[src/rtl/psum_link_pkg.sv]
// Shared definitions for both ends of the inter-core partial-sum link.
// Used by the receive block (psum_rx_link) and the peer's transmit block.
package psum_link_pkg;

  typedef enum logic {
    IDLE = 1'b0,
    HOLD = 1'b1
  } link_state_t;

  localparam int DEFAULT_DEPTH = 4;

  // Exchanged sum carries four guard bits above the core partial sum.
  function automatic int sum_w(input int bw_psum);
    return bw_psum + 4;
  endfunction

endpackage

[src/rtl/psum_rx_fifo.sv]
// Synchronous FIFO buffering peer partial sums until a local sum is ready.
// The caller only pushes when there is room (or when it pops on the same edge).
module psum_rx_fifo #(
  parameter int width = 24,
  parameter int depth = 4
) (
  input  logic                   clk,
  input  logic                   reset,
  input  logic                   push,
  input  logic [width-1:0]       push_data,
  input  logic                   pop,
  output logic [width-1:0]       pop_data,
  output logic                   full,
  output logic                   empty,
  output logic [$clog2(depth):0] count
);

  localparam int AW = $clog2(depth);

  logic [width-1:0] mem [depth];
  logic [AW-1:0]    wr_ptr;
  logic [AW-1:0]    rd_ptr;

  // depth is a power of two, so the pointers wrap on their own.
  always_ff @(posedge clk or posedge reset) begin
    if (reset) begin
      wr_ptr <= '0;
      rd_ptr <= '0;
      count  <= '0;
    end else begin
      if (push) wr_ptr <= wr_ptr + 1'b1;
      if (pop)  rd_ptr <= rd_ptr + 1'b1;
      case ({push, pop})
        2'b10:   count <= count + 1'b1;
        2'b01:   count <= count - 1'b1;
        default: count <= count;
      endcase
    end
  end

  always_ff @(posedge clk) begin
    if (push) mem[wr_ptr] <= push_data;
  end

  assign pop_data = mem[rd_ptr];
  assign full     = (count == (AW+1)'(depth));
  assign empty    = (count == '0);

endmodule

[src/rtl/psum_rx_link.sv]
// Receive end of the inter-core partial-sum link: 4-phase req/ack responder,
// peer-sum FIFO, local holding register and adder. Option: PSUM_RX_SYNC_EN.
module psum_rx_link
  import psum_link_pkg::*;
#(
  parameter int bw      = 8,
  parameter int bw_psum = 2*bw + 4,
  parameter int depth   = DEFAULT_DEPTH
) (
  input  logic                        clk,
  input  logic                        reset,
  input  logic                        rx_req,
  input  logic [sum_w(bw_psum)-1:0]   rx_sum_in,
  output logic                        rx_ack,
  input  logic                        loc_valid,
  input  logic [sum_w(bw_psum)-1:0]   loc_sum,
  output logic                        loc_ready,
  output logic                        sum_valid,
  output logic [sum_w(bw_psum):0]     sum_total,
  output logic [$clog2(depth):0]      fifo_cnt,
  output link_state_t                 link_state
);

  localparam int SW = sum_w(bw_psum);

  // Handshake valid/ready: rx_sum_in is pushed on the edge that leaves IDLE
  // with req_s high and room in the FIFO; loc_sum is taken when
  // loc_valid && loc_ready; sum_total is valid only while sum_valid is high.

  logic          req_s;
  logic          push;
  logic          combine;
  logic          can_push;
  logic          fifo_full;
  logic          fifo_empty;
  logic [SW-1:0] fifo_head;
  logic          loc_full;
  logic [SW-1:0] loc_reg;
  logic          load;
  link_state_t   state;
  link_state_t   state_next;

`ifdef PSUM_RX_SYNC_EN
  logic [1:0] req_sync;
  always_ff @(posedge clk or posedge reset) begin
    if (reset) req_sync <= '0;
    else       req_sync <= {req_sync[0], rx_req};
  end
  assign req_s = req_sync[1];
`else
  assign req_s = rx_req;
`endif

  // A pop on the same edge frees a slot, so a full FIFO may still accept.
  assign can_push = !fifo_full || combine;

  always_ff @(posedge clk or posedge reset) begin
    if (reset) state <= IDLE;
    else       state <= state_next;
  end

  always_comb begin
    state_next = state;
    case (state)
      IDLE:    if (req_s && can_push) state_next = HOLD;
      HOLD:    if (!req_s)            state_next = IDLE;
      default: state_next = IDLE;
    endcase
  end

  always_comb begin
    push   = (state == IDLE) && req_s && can_push;
    rx_ack = (state == HOLD);
  end

  assign link_state = state;

  assign combine   = loc_full && !fifo_empty;
  assign loc_ready = !loc_full || combine;
  assign load      = loc_valid && loc_ready;

  always_ff @(posedge clk or posedge reset) begin
    if (reset) begin
      loc_full  <= 1'b0;
      loc_reg   <= '0;
      sum_valid <= 1'b0;
      sum_total <= '0;
    end else begin
      sum_valid <= combine;
      if (combine) sum_total <= {1'b0, loc_reg} + {1'b0, fifo_head};
      if (load) begin
        loc_full <= 1'b1;
        loc_reg  <= loc_sum;
      end else if (combine) begin
        loc_full <= 1'b0;
      end
    end
  end

  psum_rx_fifo #(
    .width (SW),
    .depth (depth)
  ) u_fifo (
    .clk       (clk),
    .reset     (reset),
    .push      (push),
    .push_data (rx_sum_in),
    .pop       (combine),
    .pop_data  (fifo_head),
    .full      (fifo_full),
    .empty     (fifo_empty),
    .count     (fifo_cnt)
  );

endmodule
[config.mk]
export PLATFORM = sky130hd
export DESIGN_NAME = psum_rx_link
export DESIGN_NICKNAME = d
export VERILOG_FILES = /design/src/rtl/psum_link_pkg.sv /design/src/rtl/psum_rx_fifo.sv /design/src/rtl/psum_rx_link.sv
export SDC_FILE = /design/constraint.sdc
export NUM_CORES = 1
export LEC_CHECK = 0
export CAP_MARGIN = 10
export CORE_ASPECT_RATIO = 1.2
export CORE_UTILIZATION = 50
export CTS_CLUSTER_DIAMETER = 60
export DETAILED_ROUTE_END_ITERATION = 7
export GPL_ROUTABILITY_DRIVEN = 0
export PLACE_DENSITY = 0.72
export SYNTH_ARGS = -nofsm -noshare
export SYNTH_HDL_FRONTEND = slang
export SYNTH_SLANG_ARGS = --single-unit
[constraint.sdc]
create_clock -name clk -period 3.86 [get_ports clk]
set_input_delay 1.158 -clock clk [delete_from_list [all_inputs] [get_ports clk]]
set_output_delay 1.158 -clock clk [all_outputs]
set_load 0.02 [all_outputs]
==> out/qor.txt <==
result of the run -> completed
Max Transition Viols Final -> 0
detailed-router iteration count before antenna repair -> 4
final cell count without fillers -> 741
CTS clk-pin slew, worst paths -> 0.06 ns
DIE AREA -> 0.0143 mm²
RSZ-0062 raised after global routing -> no
data arrival time of the worst path -> 3.69 ns
met1 track utilization from global routing -> 27.5%
Post-synth EDFFs -> 96
global-route wire length before repair -> 21500 µm
total power divided by cell area -> 870 mW/mm²
average cell area after synthesis -> 14.8 µm²
residual antenna-violating net count after detailed routing -> 0
post-synthesis instance area -> 0.00691 mm²
library cell used as clock root buffer -> sky130_fd_sc_hd__clkbuf_16
Layout Cell Area excl Fill -> 0.00859 mm²
synthesized flop and latch total -> 155
global routing usage summed across all routing layers -> 20.9%
post_cts resized -> 0
top cells by area in the synthesized netlist -> sky130_fd_sc_hd__edfxtp_1, sky130_fd_sc_hd__dfrtp_1, sky130_fd_sc_hd__mux4_2, sky130_fd_sc_hd__ha_1, sky130_fd_sc_hd__mux2_2
max-capacitance violation count -> 0
synthesized instance count -> 466
CP Capture Type -> flip-flop
busiest grt layer -> met2
number of flip-flops under the largest register name -> 96
via total after detailed routing -> 4098
final setup violation count -> 0
Placement Cell Area -> 0.00795 mm²
power after layout -> 7.47 mW
Final period util -> 87.7%
area leader, netlist -> sky130_fd_sc_hd__edfxtp_1
starting density of the core -> 51.8%
core area -> 0.0134 mm²
total routed wirelength -> 13600 µm
worst clock skew on the final layout -> 0.0152 ns
total half-perimeter wirelength after legalization and detailed placement -> 9400 µm
area overhead of the layout relative to synthesis -> 24.3%
total I/O pin count -> 84
WS Path Type -> reg -> reg
Num CTS Buffers -> 17
number of distinct standard cells referenced by the synthesized netlist -> 47
total placed cells including tap cells -> 709
Final Hold Viols -> 0
Max Clk Rate -> 295 MHz
Slew @ Worst Pin -> 0.615 ns
Total Nets Final -> 642
chip height -> 131 µm
count of hold buffers inserted by post-cts repair -> 0
GR Overflow Total -> 0
Bufs on Longest Clock Path -> 2
met3 Usage GRT -> 4.46%
number of antenna cells inserted -> 0
share of final-layout standard cells stronger than drive strength 1 -> 17.3%
pin count of the biggest net entering global routing -> 38
top-area cell type share of the netlist area -> 41.7%
clock latency on the worst-skew pair -> 0.42 ns
per-cell via count in the routed design -> 5.53
Async SR Flop Fraction -> 38.1%
Iteration-0 DRC Markers -> 256
worst hold slack -> 0.480 ns
syn_nets -> 548
total number of clock tree sinks -> 155
Startpoint Class -> flip-flop
reported leakage power -> 3.26 nW
total number of yosys warnings -> 0
peak ir drop on the vdd network -> 358 µV
relative slew slack -> 58.9%
summed negative setup slack over all endpoints -> 0 ns
sequential-to-total area share from yosys stat -> 63.1%
most frequent cells in the layout -> sky130_fd_sc_hd__edfxtp_1, sky130_fd_sc_hd__clkdlybuf4s50_1, sky130_fd_sc_hd__dfrtp_1, sky130_fd_sc_hd__nand2_1
number of levels the H-tree was split into -> 4
most used flip-flop cell after synthesis -> sky130_fd_sc_hd__edfxtp_1
met2 Usage GRT -> 34.4%
Crit path required time -> 4.16 ns
Fillers -> 983
number of global-route vias before repair -> 4164
post-layout min period -> 3.39 ns
setup repair bufs after CTS -> 0
number of core rows -> 46
die width -> 109 µm
DRC violation count after routing -> 0
final routed wire length divided by cell count -> 18.4 µm
number of antenna violations at the first check in global routing -> 0
most common library cell in the layout ignoring fill and taps -> sky130_fd_sc_hd__edfxtp_1
Worst Hold Class -> reg -> reg
CTS tree -> built
CP max FO -> 12
port buffer count -> 83
final timing paths:
| kind | from | to | slack (ns) | cells past startpoint |
|---|---|---|---|---|
| setup / recovery | u_fifo.rd_ptr[0] | sum_total[19] | 0.47 | 9 |
| hold / removal | sum_total[10] | sum_total[10] | 0.48 | 2 |
| setup reg to reg | u_fifo.rd_ptr[0] | sum_total[19] | 0.47 | 9 |
| hold reg to reg | sum_total[10] | sum_total[10] | 0.48 | 2 |
| max in group asynchronous | reset | loc_reg[20] | 2.40 | 3 |
| min in group asynchronous | reset | link_state | 1.14 | 3 |
power breakdown:
group	leakage [nW]	internal, mW	switching, mW
logic	1.38	1.52	1.82
clock network	0.307	1.10	0.680
registers	1.57	2.14	0.207
cells in the mapped netlist, drive strengths merged (3+ instances only):
cell / n
o21a: 3
nand2b: 3
ha: 28
xor2: 9
clkbuf: 14
nand2: 52
a21oi: 21
a21o: 10
nand3: 4
o211ai: 3
inv: 12
edfxtp: 96
nor2: 7
mux2: 25
mux4: 24
and2: 5
nand4: 5
xnor2: 17
dfrtp: 59
buf: 5
a31oi: 3
nor3: 4
o21bai: 3
o21ai: 32
cell families after synthesis:
| logic type | Yosys count | synth area share [%] |
|---|---|---|
| flops | 155 | 63.1 |
| compound gates | 91 | 8.78 |
| simple gates | 83 | 5.38 |
| mux | 49 | 11.9 |
| buf+inv | 32 | 1.94 |
| fa+ha+maj | 30 | 5.65 |
| xor+xnor | 26 | 3.29 |
final cells by class:
cell class                      instances  area (µm²)  share of cell area [%]
Sequential cell                       155        4360                    50.8
Multi-Input combinational cell        279        2420                    28.2
Timing Repair Buffer                   95         921                    10.7
Clock buffer                           18         429                    5.00
Tap cell                              168         210                    2.45
Clock inverter                         14         206                    2.40
Inverter                               12        45.0                   0.524
worst max-delay path, stage by stage (launching register included):
cell and delay [ns]:
sky130_fd_sc_hd__dfrtp_1 0.60, sky130_fd_sc_hd__buf_4 0.35, sky130_fd_sc_hd__mux4_2 0.59, sky130_fd_sc_hd__ha_1 0.40, sky130_fd_sc_hd__nand2_1 0.17, sky130_fd_sc_hd__o21ai_0 0.14
sky130_fd_sc_hd__a221oi_1 0.46, sky130_fd_sc_hd__nand2_1 0.12, sky130_fd_sc_hd__xor2_1 0.16, sky130_fd_sc_hd__mux2_2 0.26
routing by layer:
layer | up-vias | wire length [µm]
met5 | - | 0
met4 | 0 | 163
met2 | 107 | 6960
li1 | 1951 | -
met3 | 16 | 528
met1 | 2024 | 5960
per-stage QoR:
step | worst slack, ns | util [%]
6_report | 0.473 | 64.3
5_1_grt | 0.232 | 64.3
3_3_place_gp | 0.502 | 59.6
3_5_place_dp | 0.486 | 59.6
4_1_cts | 0.473 | 64.3
2_1_floorplan | 0.566 | -
(Power assumes the default switching activity.)
